## src/rtl/stack_unit_pkg.sv

```systemverilog
// Shared definitions for the MiniRISC call/interrupt stack: FSM states,
// operation select encodings and flag bit positions.
package stack_unit_pkg;

  typedef enum logic [1:0] {
    ST_IDLE,
    ST_ACCESS,
    ST_DONE
  } state_t;

  localparam logic OP_PUSH = 1'b1;
  localparam logic OP_POP  = 1'b0;

  localparam int unsigned FLAGS_W = 6;
  localparam int unsigned FLG_IE  = 5;
  localparam int unsigned FLG_IF  = 4;
  localparam int unsigned FLG_Z   = 3;
  localparam int unsigned FLG_C   = 2;
  localparam int unsigned FLG_N   = 1;
  localparam int unsigned FLG_V   = 0;

endpackage

```

## src/rtl/stack_ram.sv

```systemverilog
// Single-port stack storage: synchronous write, registered synchronous read.
module stack_ram #(
  parameter int unsigned ADDR_W = 4,
  parameter int unsigned DATA_W = 14
) (
  input  logic              clk,
  input  logic              we,
  input  logic              re,
  input  logic [ADDR_W-1:0] addr,
  input  logic [DATA_W-1:0] wdata,
  output logic [DATA_W-1:0] rdata
);

  logic [DATA_W-1:0] mem [2**ADDR_W];

  always_ff @(posedge clk) begin
    if (we) mem[addr] <= wdata;
    if (re) rdata <= mem[addr];
  end

endmodule

```

## src/rtl/stack_unit.sv

```systemverilog
// Hardware call/interrupt stack: saves {flags, pc} on push, returns them on pop,
// serialised by an IDLE -> ACCESS -> DONE handshake with the control unit.
module stack_unit
  import stack_unit_pkg::*;
#(
  parameter int unsigned DEPTH_LOG2 = 4,
  parameter int unsigned PC_W       = 8
) (
  input  logic                 clk,
  input  logic                 rst,
  input  logic                 stack_op_ongoing,
  input  logic                 push_or_pop,
  input  logic [PC_W-1:0]      pc,
  input  logic [5:0]           flags_din,
  output logic [PC_W-1:0]      return_addr,
  output logic [5:0]           flags_dout,
  output logic                 stack_op_end,
  output logic [DEPTH_LOG2:0]  sp,
  output logic                 stack_full,
  output logic                 stack_empty,
  output logic                 stack_ovf,
  output logic                 stack_unf
);

  localparam int unsigned DEPTH  = 1 << DEPTH_LOG2;
  localparam int unsigned DATA_W = PC_W + FLAGS_W;

  state_t state_q, state_d;

  logic                  op_q;
  logic [PC_W-1:0]       pc_q;
  logic [FLAGS_W-1:0]    flags_q;
  logic                  pop_ok_q;
  logic [DEPTH_LOG2:0]   sp_q, sp_inc, sp_dec;

  logic                  ram_we, ram_re;
  logic [DEPTH_LOG2-1:0] ram_addr;
  logic [DATA_W-1:0]     ram_rdata;

  assign sp          = sp_q;
  assign sp_inc      = sp_q + (DEPTH_LOG2+1)'(1);
  assign sp_dec      = sp_q - (DEPTH_LOG2+1)'(1);
  assign stack_full  = (sp_q == (DEPTH_LOG2+1)'(DEPTH));
  assign stack_empty = (sp_q == '0);

  stack_ram #(
    .ADDR_W (DEPTH_LOG2),
    .DATA_W (DATA_W)
  ) u_ram (
    .clk   (clk),
    .we    (ram_we),
    .re    (ram_re),
    .addr  (ram_addr),
    .wdata ({flags_q, pc_q}),
    .rdata (ram_rdata)
  );

  always_comb begin
    state_d      = state_q;
    ram_we       = 1'b0;
    ram_re       = 1'b0;
    ram_addr     = sp_q[DEPTH_LOG2-1:0];
    stack_op_end = 1'b0;
    case (state_q)
      ST_IDLE: if (stack_op_ongoing) state_d = ST_ACCESS;
      ST_ACCESS: begin
        state_d = ST_DONE;
        if (op_q == OP_PUSH) begin
          // gated by rst so a reset landing on the access edge aborts the write
          ram_we = !stack_full && !rst;
        end else begin
          ram_re   = !stack_empty;
          ram_addr = sp_dec[DEPTH_LOG2-1:0];
        end
      end
      ST_DONE: begin
        stack_op_end = 1'b1;
        state_d      = ST_IDLE;
      end
      default: state_d = ST_IDLE;
    endcase
  end

  always_ff @(posedge clk) begin
    if (rst) begin
      state_q     <= ST_IDLE;
      sp_q        <= '0;
      return_addr <= '0;
      flags_dout  <= '0;
      stack_ovf   <= 1'b0;
      stack_unf   <= 1'b0;
      pop_ok_q    <= 1'b0;
      op_q        <= OP_POP;
      pc_q        <= '0;
      flags_q     <= '0;
    end else begin
      state_q <= state_d;
      case (state_q)
        ST_IDLE: if (stack_op_ongoing) begin
          op_q    <= push_or_pop;
          pc_q    <= pc;
          flags_q <= flags_din;
        end
        ST_ACCESS: begin
          pop_ok_q <= 1'b0;
          if (op_q == OP_PUSH) begin
            if (stack_full) stack_ovf <= 1'b1;
            else            sp_q      <= sp_inc;
          end else begin
            if (stack_empty) stack_unf <= 1'b1;
            else begin
              sp_q     <= sp_dec;
              pop_ok_q <= 1'b1;
            end
          end
        end
        ST_DONE: if (pop_ok_q) begin
          return_addr <= ram_rdata[PC_W-1:0];
          flags_dout  <= ram_rdata[PC_W +: FLAGS_W];
        end
        default: ;
      endcase
    end
  end

endmodule

```

## config.mk

```make
export PLATFORM = sky130hd
export DESIGN_NAME = stack_unit
export DESIGN_NICKNAME = d
export VERILOG_FILES = /design/src/rtl/stack_unit_pkg.sv /design/src/rtl/stack_ram.sv /design/src/rtl/stack_unit.sv
export SDC_FILE = /design/constraint.sdc
export NUM_CORES = 1
export LEC_CHECK = 0
export BUFFER_PORTS_ARGS = -buffer_cell sky130_fd_sc_hd__buf_2
export CAP_MARGIN = 20
export CORE_ASPECT_RATIO = 1.2
export CORE_MARGIN = 1.5
export CORE_UTILIZATION = 40
export CTS_CLUSTER_DIAMETER = 200
export DETAILED_ROUTE_END_ITERATION = 16
export PLACE_DENSITY_LB_ADDON = 0.08
export REMOVE_ABC_BUFFERS = 1
export SYNTH_ARGS = -nofsm -noshare
export SYNTH_HDL_FRONTEND = slang
export SYNTH_SLANG_ARGS = --single-unit
```

## constraint.sdc

```tcl
create_clock -name clk -period 9.4 [get_ports clk]
set_input_delay 2.82 -clock clk [delete_from_list [all_inputs] [get_ports clk]]
set_output_delay 2.82 -clock clk [all_outputs]
set_load 0.05 [all_outputs]
```

==> results_dict.tcl, run 1 <==
set metrics [dict create \
    status "finished, final reports clean" \
    clkTransAtPathRegs_ns 0.06 \
    yosys-mux-area-fraction_pct 14.7 \
    antenna_cells 0 \
    synth_cell_types 42 \
    grt_pass1_wl_mm 41.0 \
    synth_compound_area_share_pct 4.98 \
    initial_utilization_pct 40.7 \
    drive_gt1_share_pct 21.3 \
    holdCritPathClass "reg2reg" \
    drv_cap 0 \
    finalHoldViolations 0 \
    numCtsBuffers 29 \
    antenna_found_initial 0 \
    fin_setup_tns_ns 0 \
    io_pins 42 \
    nets 800 \
    holdBufCountCts 0 \
    dr.first_iter.drc_count 651 \
    synth-main-ff-cell "edfxtp_1" \
    rsz0062_at_grt "no" \
    layout_setup_ws_ns 4.23 \
    cts_tree "done" \
    setup_viol 0 \
    post-route-drc-count 0 \
    cts-root-buf "clkbuf_16" \
    tightest_slew_ns 1.09 \
    fill_cells 2433 \
    final_cell_mix "edfxtp_1 (238), mux2i_1 (71), nand2_1 (63), buf_2 (41), dfxtp_1 (38)" \
    slowest_stage "or3b_2" \
    fin_crit_sh_pct 55.0 \
    maxSlewViolCount 0 \
    multiInputGateArea_um2 3240 \
    clockBufferDepth 3 \
    layout_commonest_cell "edfxtp_1" \
    synth_adder_area_share_pct 0.550 \
    die_x_um 157 \
    core_um2 27900 \
    path_cells "inv_1 > ha_1 > or3b_2 > nor2_1 > buf_2" \
    ys_ff_latch 277 \
    fin_crit_ns 5.17 \
    leakage_nw 4.34 \
    fin_area_um2 13000 \
    synthCells 731 \
    wirelength_mm 28.2 \
    crit_type "reg2out" \
    placed_area_um2 12000 \
    regArea_um2 7930 \
    grtUsageTotal_pct 19.4 \
    grt_max_degree 50 \
    ant_nets 0 \
    post-place-ws_ns 3.66 \
    ir_drop_v 0.000124 \
    synthesis.area_um2 11400 \
    max_stage_delay_ns 0.46 \
    area_growth_syn_to_layout_pct 14.2 \
    overflow 0 \
    yosysSeqAreaShare_pct 69.7 \
    yosys_warnings 0 \
    slew_headroom_pct 27.4 \
    synth-simple-area-share_pct 7.61 \
    gp_congestion 0.763 \
    synth-edff-count 238 \
    yosysTopAreaCellShare_pct 62.8 \
    fin_skew_ns 0.0109 \
    arrival_ns 2.35 \
    synth_xor_area_share_pct 0.385 \
    rows 67 \
    firstDrtPassIters 5 \
    insertion_delay_ns 0.55 \
    layoutNonFillerInstCount 1178 \
    cts_sinks 277 \
    critPathLaunchType "flop" \
    power_per_cell_area_nw_per_um2 218 \
    synth_largest_area_cell "edfxtp_1" \
    critPathRequiredTime_ns 6.58 \
    async_flop_share_pct 0 \
    cts-resized-gates 0 \
    wl_per_cell_um 23.9 \
    post_cts_buffers 0 \
    die_area_um2 29500 \
    crit_family "simple AND/OR/NAND/NOR gates" \
    cp-end-kind "output pin" \
    portBuffers 41 \
    path_max_fanout 8 \
    grt_pass1_vias 6363 \
    routed_via_density 5.48 \
    avgSynthCellArea_um2 15.6 \
    path_buf_inv 2 \
    cts_htree_levels 1 \
    synthTopCellsByArea "edfxtp_1 (63%), dfxtp_1 (6.9%), mux2i_1 (6.3%)" \
    fp.dieH_um 188 \
    synth_top_family_by_area "multiplexers" \
    vias 6461 \
    placedCellCount 1122 \
    clock.fmax_mhz 193 \
    dp_hpwl_mm 17.9 \
]
## registers in the layout, summed over array words and instances (netlist names)
name	cells
sp	5
flags_q	6
u_ram.mem	224
state_q	2
stack_unf	1
pc_q	8
u_ram.rdata	14
return_addr	8
flags_dout	6
op_q	1
stack_ovf	1
pop_ok_q	1
## layer usage
metal / GRT usage [%] / up-vias / share of wire (%)
met5: 0 / - / 0
met4: 6.81 / 0 / 3.3
met3: 2.77 / 49 / 4.5
met2: 31.7 / 191 / 49
met1: 26.5 / 3264 / 44
li1: - / 2957 / -
## logic make-up after synthesis
logic type | count (synthesis)
AO/OA/AOI/OAI | 90
XOR/XNOR | 5
adder cells (fa/ha/maj) | 5
buffers and inverters | 52
flip-flops | 277
multiplexers | 128
AND/OR/NAND/NOR | 174
## stage by stage
step           power (mW)  util [%]  hold WS (ns)
3_5_place_dp         1.69      43.0         0.453
2_1_floorplan        1.59         -         0.471
4_1_cts              2.86      46.5         0.461
6_report             2.83      46.6         0.455
5_1_grt              2.92      46.6         0.476
3_3_place_gp         1.69      42.9         0.446
## synthesized netlist by cell type, types with 2 or more instances
library cell,instances
nand3_1,32
o211ai_1,14
nor3_1,2
a21oi_1,35
o2bb2ai_1,3
buf_6,3
a31oi_1,15
inv_1,4
and3_1,6
ha_1,5
clkbuf_1,27
nor2_1,19
buf_4,3
dfxtp_1,39
o21ai_0,2
buf_1,5
xor2_1,2
xnor2_1,3
mux2_2,28
buf_2,10
nand2_1,63
a22oi_1,17
mux2i_1,72
nand4_1,15
mux4_2,28
edfxtp_1,238
nor2b_1,9
and2_1,2
nand3b_1,2
nor4_1,16
## worst reg2reg max path, cell delays in order, from the launching register on
cell	delay (ns)
dfxtp_1	0.30
buf_4	0.31
inv_1	0.16
ha_1	0.85
nand3b_1	0.25
o21ai_4	0.10
buf_4	0.61
buf_4	0.66
mux4_2	0.61
a22oi_1	0.36
o211ai_1	0.14
## final timing paths
kind                   from             end  slack (ns)  cells past startpoint
max                   sp[1]     stack_empty        4.23                      5
min          return_addr[1]  return_addr[1]        0.45                      2
max reg2reg            op_q  u_ram.rdata[9]        4.77                     10
min reg2reg  return_addr[1]  return_addr[1]        0.45                      2
## power by group
group | internal [mW] | switching [mW] | leakage (nW)
Clock | 0.699 | 0.463 | 0.475
Sequential | 1.35 | 0.0292 | 2.49
Combinational | 0.106 | 0.179 | 1.38
## area by class of cell
| class | count | area share [%] |
|---|---|---|
| repair buffers | 63 | 2.85 |
| clock inverters | 21 | 1.78 |
| clock buffers | 32 | 5.67 |
| multi-input cells | 402 | 24.9 |
| inverters | 4 | 0.116 |
| flip-flops and latches | 277 | 61.0 |
| well taps | 379 | 3.65 |
Note: power is estimated with default switching activity, not from simulation.
==> run 2, diff against run 1 <==
- clock period: 9.4 -> 4.3 ns (I/O delays scaled with it)
==> run 2 against run 1 <==
Net effect: sequential share of layout area is essentially flat; highest routed layer is now met5; core utilization about the same; wire length shrank 2.9%; clock-buffer cell count is 9 higher; final area hardly changed; worst hold slack got worse by 0.0047 ns; sequential power increased by 120%; sequential cell count unchanged.
==> results_dict.tcl, run 2 (synthesis gave the netlist of run 1 again) <==
set metrics [dict create \
    fin_crit_ns 3.68 \
    drive_gt1_share_pct 21.3 \
    crit_type "reg2out" \
    layout_setup_ws_ns 0.619 \
    clkTransAtPathRegs_ns 0.06 \
    grt_max_degree 57 \
    initial_utilization_pct 40.7 \
    cp-end-kind "output pin" \
    ir_drop_v 0.000254 \
    slowest_stage "or3b_2" \
    layoutNonFillerInstCount 1185 \
    arrival_ns 2.39 \
    whs_path_depth 2 \
    post-place-ws_ns 0.774 \
    path_max_fanout 8 \
    clockBufferDepth 3 \
    portBuffers 41 \
    maxSlewViolCount 0 \
    fill_cells 2463 \
    cts-root-buf "clkbuf_16" \
    grt_pass1_vias 6731 \
    holdCritPathClass "reg2reg" \
    routed_via_density 5.49 \
    fin_skew_ns 0.00963 \
    fin_crit_sh_pct 85.6 \
    total_power_mw 6.00 \
    placedCellCount 1132 \
    worstRegToRegCells 8 \
    layout_commonest_cell "edfxtp_1" \
    whs_ns 0.450 \
    insertion_delay_ns 0.54 \
    wirelength_mm 27.4 \
    post_cts_buffers 0 \
    rsz0062_at_grt "no" \
    io_pins 42 \
    overflow 0 \
    gp_congestion 0.768 \
    r2r-end "u_ram.rdata[10]" \
    cts-resized-gates 0 \
    antenna_found_initial 1 \
    numCtsBuffers 29 \
    cts_sinks 277 \
    wl_per_cell_um 23.1 \
    final_cell_mix "edfxtp_1 (238), mux2i_1 (71), nand2_1 (63), buf_2 (41), dfxtp_1 (38)" \
    dp_hpwl_mm 17.5 \
    die_x_um 157 \
    die_area_um2 29500 \
    hp-start "return_addr[5]" \
    setup_viol 0 \
    ant_nets 0 \
    slew_headroom_pct 41.6 \
    cts_htree_levels 1 \
    grt_pass1_wl_mm 41.5 \
    path_cells "inv_1 > ha_1 > or3b_2 > nor2_1 > buf_2" \
    grtUsageTotal_pct 19.1 \
    clock.fmax_mhz 272 \
    critPathRequiredTime_ns 3.01 \
    fp.dieH_um 188 \
    max_stage_delay_ns 0.46 \
    largest_register "u_ram.mem" \
    drv_cap 0 \
    firstDrtPassIters 5 \
    holdBufCountCts 0 \
    power_per_cell_area_nw_per_um2 461 \
    finalHoldViolations 0 \
    antenna_cells 0 \
    reg2reg_slack_ns 0.99 \
    rows 67 \
    reg_top3 "u_ram.mem x224, u_ram.rdata x14" \
    dr.first_iter.drc_count 553 \
    status "finished, final reports clean" \
    cts_tree "done" \
    vias 6502 \
    leakage_nw 4.34 \
    critPathLaunchType "flop" \
    hold_end "return_addr[5]" \
    area_growth_syn_to_layout_pct 14.3 \
    core_um2 27900 \
    tightest_slew_ns 0.877 \
    rr_startpoint "op_q" \
    largest_reg_flops 224 \
    post-route-drc-count 0 \
    nets 807 \
]
## run 2: worst max-delay path: cells and delay by family, from the launching register on
| kind | cells | cell delay, ns |
|---|---|---|
| DFF | 1 | 0.32 |
| and+or+nand+nor | 2 | 0.67 |
| adders and majority gates | 1 | 0.24 |
| buffers and inverters | 2 | 0.62 |
## run 2: worst max path at each step
stage / startpoint / to / slack [ns]
4_1_cts: sp[1] / stack_empty / 0.59
3_3_place_gp: rst / u_ram.mem[15][10] / 0.81
3_5_place_dp: rst / u_ram.mem[13][1] / 0.77
6_report: sp[1] / stack_empty / 0.62
2_1_floorplan: sp[1] / u_ram.rdata[0] / -1.86
5_1_grt: sp[1] / stack_empty / 0.47
## run 2: cell type report
type	count	area [um2]	share of cell area, %
clock buffer	41	801	6.16
tap	379	474	3.65
timing repair buffer	70	435	3.35
clock inverter	12	105	0.809
sequential	277	7930	61.0
inverter	4	15.0	0.116
multi-input combinational	402	3240	24.9
## run 2: where the power goes
group | leakage (nW) | internal [mW] | switching [mW]
logic | 1.42 | 0.239 | 0.357
registers | 2.49 | 2.95 | 0.0581
clock network | 0.439 | 1.40 | 0.983
## run 2: per-stage QoR
step	setup TNS [ns]	util [%]	instance area (um2)
final	0	46.6	13000
after global routing	0	46.6	13000
after CTS	0	46.6	13000
after detailed placement	0	43.3	12100
after global placement	0	43.3	12100
after floorplan	-69.28	-	11100
## run 2: layer usage
metal | GRT usage, % | wire [um] | vias to the layer above
li1 | - | - | 2980
met5 | 0 | 9 | -
met2 | 32.3 | 13400 | 190
met1 | 25.5 | 11800 | 3286
met3 | 3.28 | 1600 | 44
met4 | 4.58 | 518 | 2
==> run 3, diff against run 2 <==
- CORE_ASPECT_RATIO: 1.2 -> unset
==> run 3 against run 2 <==
Net effect: final area up 0.63%; total power grew 2.5%; worst hold slack better by 0.0037 ns; critical endpoint is now stack_full.
==> results_dict.tcl, run 3 (synthesis gave the netlist of run 1 again) <==
set metrics [dict create \
    status "finished, final reports clean" \
    io_pins 42 \
    cts_htree_levels 1 \
    area_growth_syn_to_layout_pct 15.0 \
    portBuffers 41 \
    cp-end-kind "output pin" \
    fin_crit_sh_pct 89.9 \
    clockBufferDepth 3 \
    cts_tree "done" \
    maxSlewViolCount 0 \
    leakage_nw 4.39 \
    cts-resized-gates 0 \
    crit_type "reg2out" \
    rows 61 \
    ir_drop_v 0.000296 \
    clock.fmax_mhz 259 \
    grt_max_degree 58 \
    holdBufCountCts 0 \
    whs_path_depth 2 \
    core_um2 27900 \
    critPathLaunchType "flop" \
    grt_pass1_wl_mm 42.8 \
    finalHoldViolations 0 \
    post-route-drc-count 0 \
    cts_sinks 277 \
    cts-root-buf "clkbuf_16" \
    hp-start "return_addr[4]" \
    numCtsBuffers 30 \
    clkTransAtPathRegs_ns 0.06 \
    holdCritPathClass "reg2reg" \
    largest_reg_flops 224 \
    nets 809 \
    routed_via_density 5.54 \
    dp_hpwl_mm 18.0 \
    tightest_slew_ns 0.988 \
    wirelength_mm 29.1 \
    placed_area_um2 12100 \
    critPathRequiredTime_ns 3.01 \
    arrival_ns 2.58 \
    vias 6579 \
    gp_congestion 0.774 \
    rr_startpoint "sp[0]" \
    die_x_um 172 \
    hold_end "return_addr[4]" \
    layout_commonest_cell "edfxtp_1" \
    drv_cap 0 \
    setup_viol 0 \
    insertion_delay_ns 0.55 \
    slew_headroom_pct 34.0 \
    firstDrtPassIters 5 \
    fin_crit_ns 3.87 \
    worstRegToRegCells 8 \
    fin_skew_ns 0.00815 \
    antenna_found_initial 0 \
    path_max_fanout 8 \
    r2r-end "u_ram.rdata[8]" \
    die_area_um2 29500 \
    whs_ns 0.454 \
    post_cts_buffers 0 \
    power_per_cell_area_nw_per_um2 470 \
    rsz0062_at_grt "no" \
    overflow 0 \
    final_cell_mix "edfxtp_1 (238), mux2i_1 (71), nand2_1 (63), buf_2 (41), dfxtp_1 (38)" \
    antenna_cells 0 \
    dr.first_iter.drc_count 574 \
    post-place-ws_ns 0.848 \
    initial_utilization_pct 40.8 \
    layout_setup_ws_ns 0.434 \
    grt_pass1_vias 6657 \
    reg2reg_slack_ns 1.13 \
    drive_gt1_share_pct 22.2 \
    fin_area_um2 13100 \
    grtUsageTotal_pct 20.3 \
    fp.dieH_um 172 \
    ant_nets 0 \
    largest_register "u_ram.mem" \
    wl_per_cell_um 24.5 \
    reg_top3 "u_ram.mem x224, u_ram.rdata x14" \
]
-- run 3: cell types whose count changed in the layout (fill, tap and decap cells not counted), sizes merged --
cell and change:
clkinv +4, clkbuf -2, buf +1, clkinvlp +1
-- run 3: power by group --
part | switching [mW] | internal [mW] | total [mW] | leakage [nW]
clock | 1.03 | 1.45 | 2.49 | 0.470
combinational | 0.396 | 0.243 | 0.639 | 1.43
sequential | 0.0648 | 2.95 | 3.02 | 2.49
total | 1.50 | 4.65 | 6.15 | 4.39
-- run 3: final cells by class --
cell class	instances	area, um2
clock buffer	39	816
clock inverter	17	146
fill	2436	14800
inverter	4	15.0
multi-input combinational	402	3240
sequential	277	7930
tap	378	473
timing repair buffer	71	463
-- run 3: how the worst max path moves through the flow --
| stage | slack, ns | endpoint | depth (start not counted) | start |
|---|---|---|---|---|
| floorplan | -1.86 | u_ram.rdata[0] | 6 | sp[1] |
| global placement | 0.90 | u_ram.mem[13][3] | 4 | rst |
| detailed placement | 0.85 | u_ram.mem[13][4] | 4 | rst |
| CTS | 0.47 | stack_full | 4 | sp[1] |
| global route | 0.35 | stack_full | 4 | sp[1] |
| finish | 0.43 | stack_full | 4 | sp[1] |
-- run 3: critical path, cell delays in order, from the launching register on --
cell      delay (ns)
dfxtp_2         0.31
inv_1           0.27
ha_1            0.24
nor4bb_1        0.79
buf_2           0.40
-- run 3: stage by stage --
step,util [%],TNS (ns),power [mW],instances
5_1_grt,47.0,0,6.35,1188
6_report,47.0,0,6.15,1188
3_3_place_gp,43.4,0,3.71,1131
4_1_cts,46.9,0,6.20,1187
2_1_floorplan,-,-69.28,3.47,683
3_5_place_dp,43.4,0,3.72,1131
-- run 3: metal layers --
layer,track usage [%],up-vias,wire (um)
met5,0,-,0
met4,6.71,0,879
met3,3.61,46,1570
met2,32.6,194,13700
met1,28.0,3360,12900
li1,-,2979,-
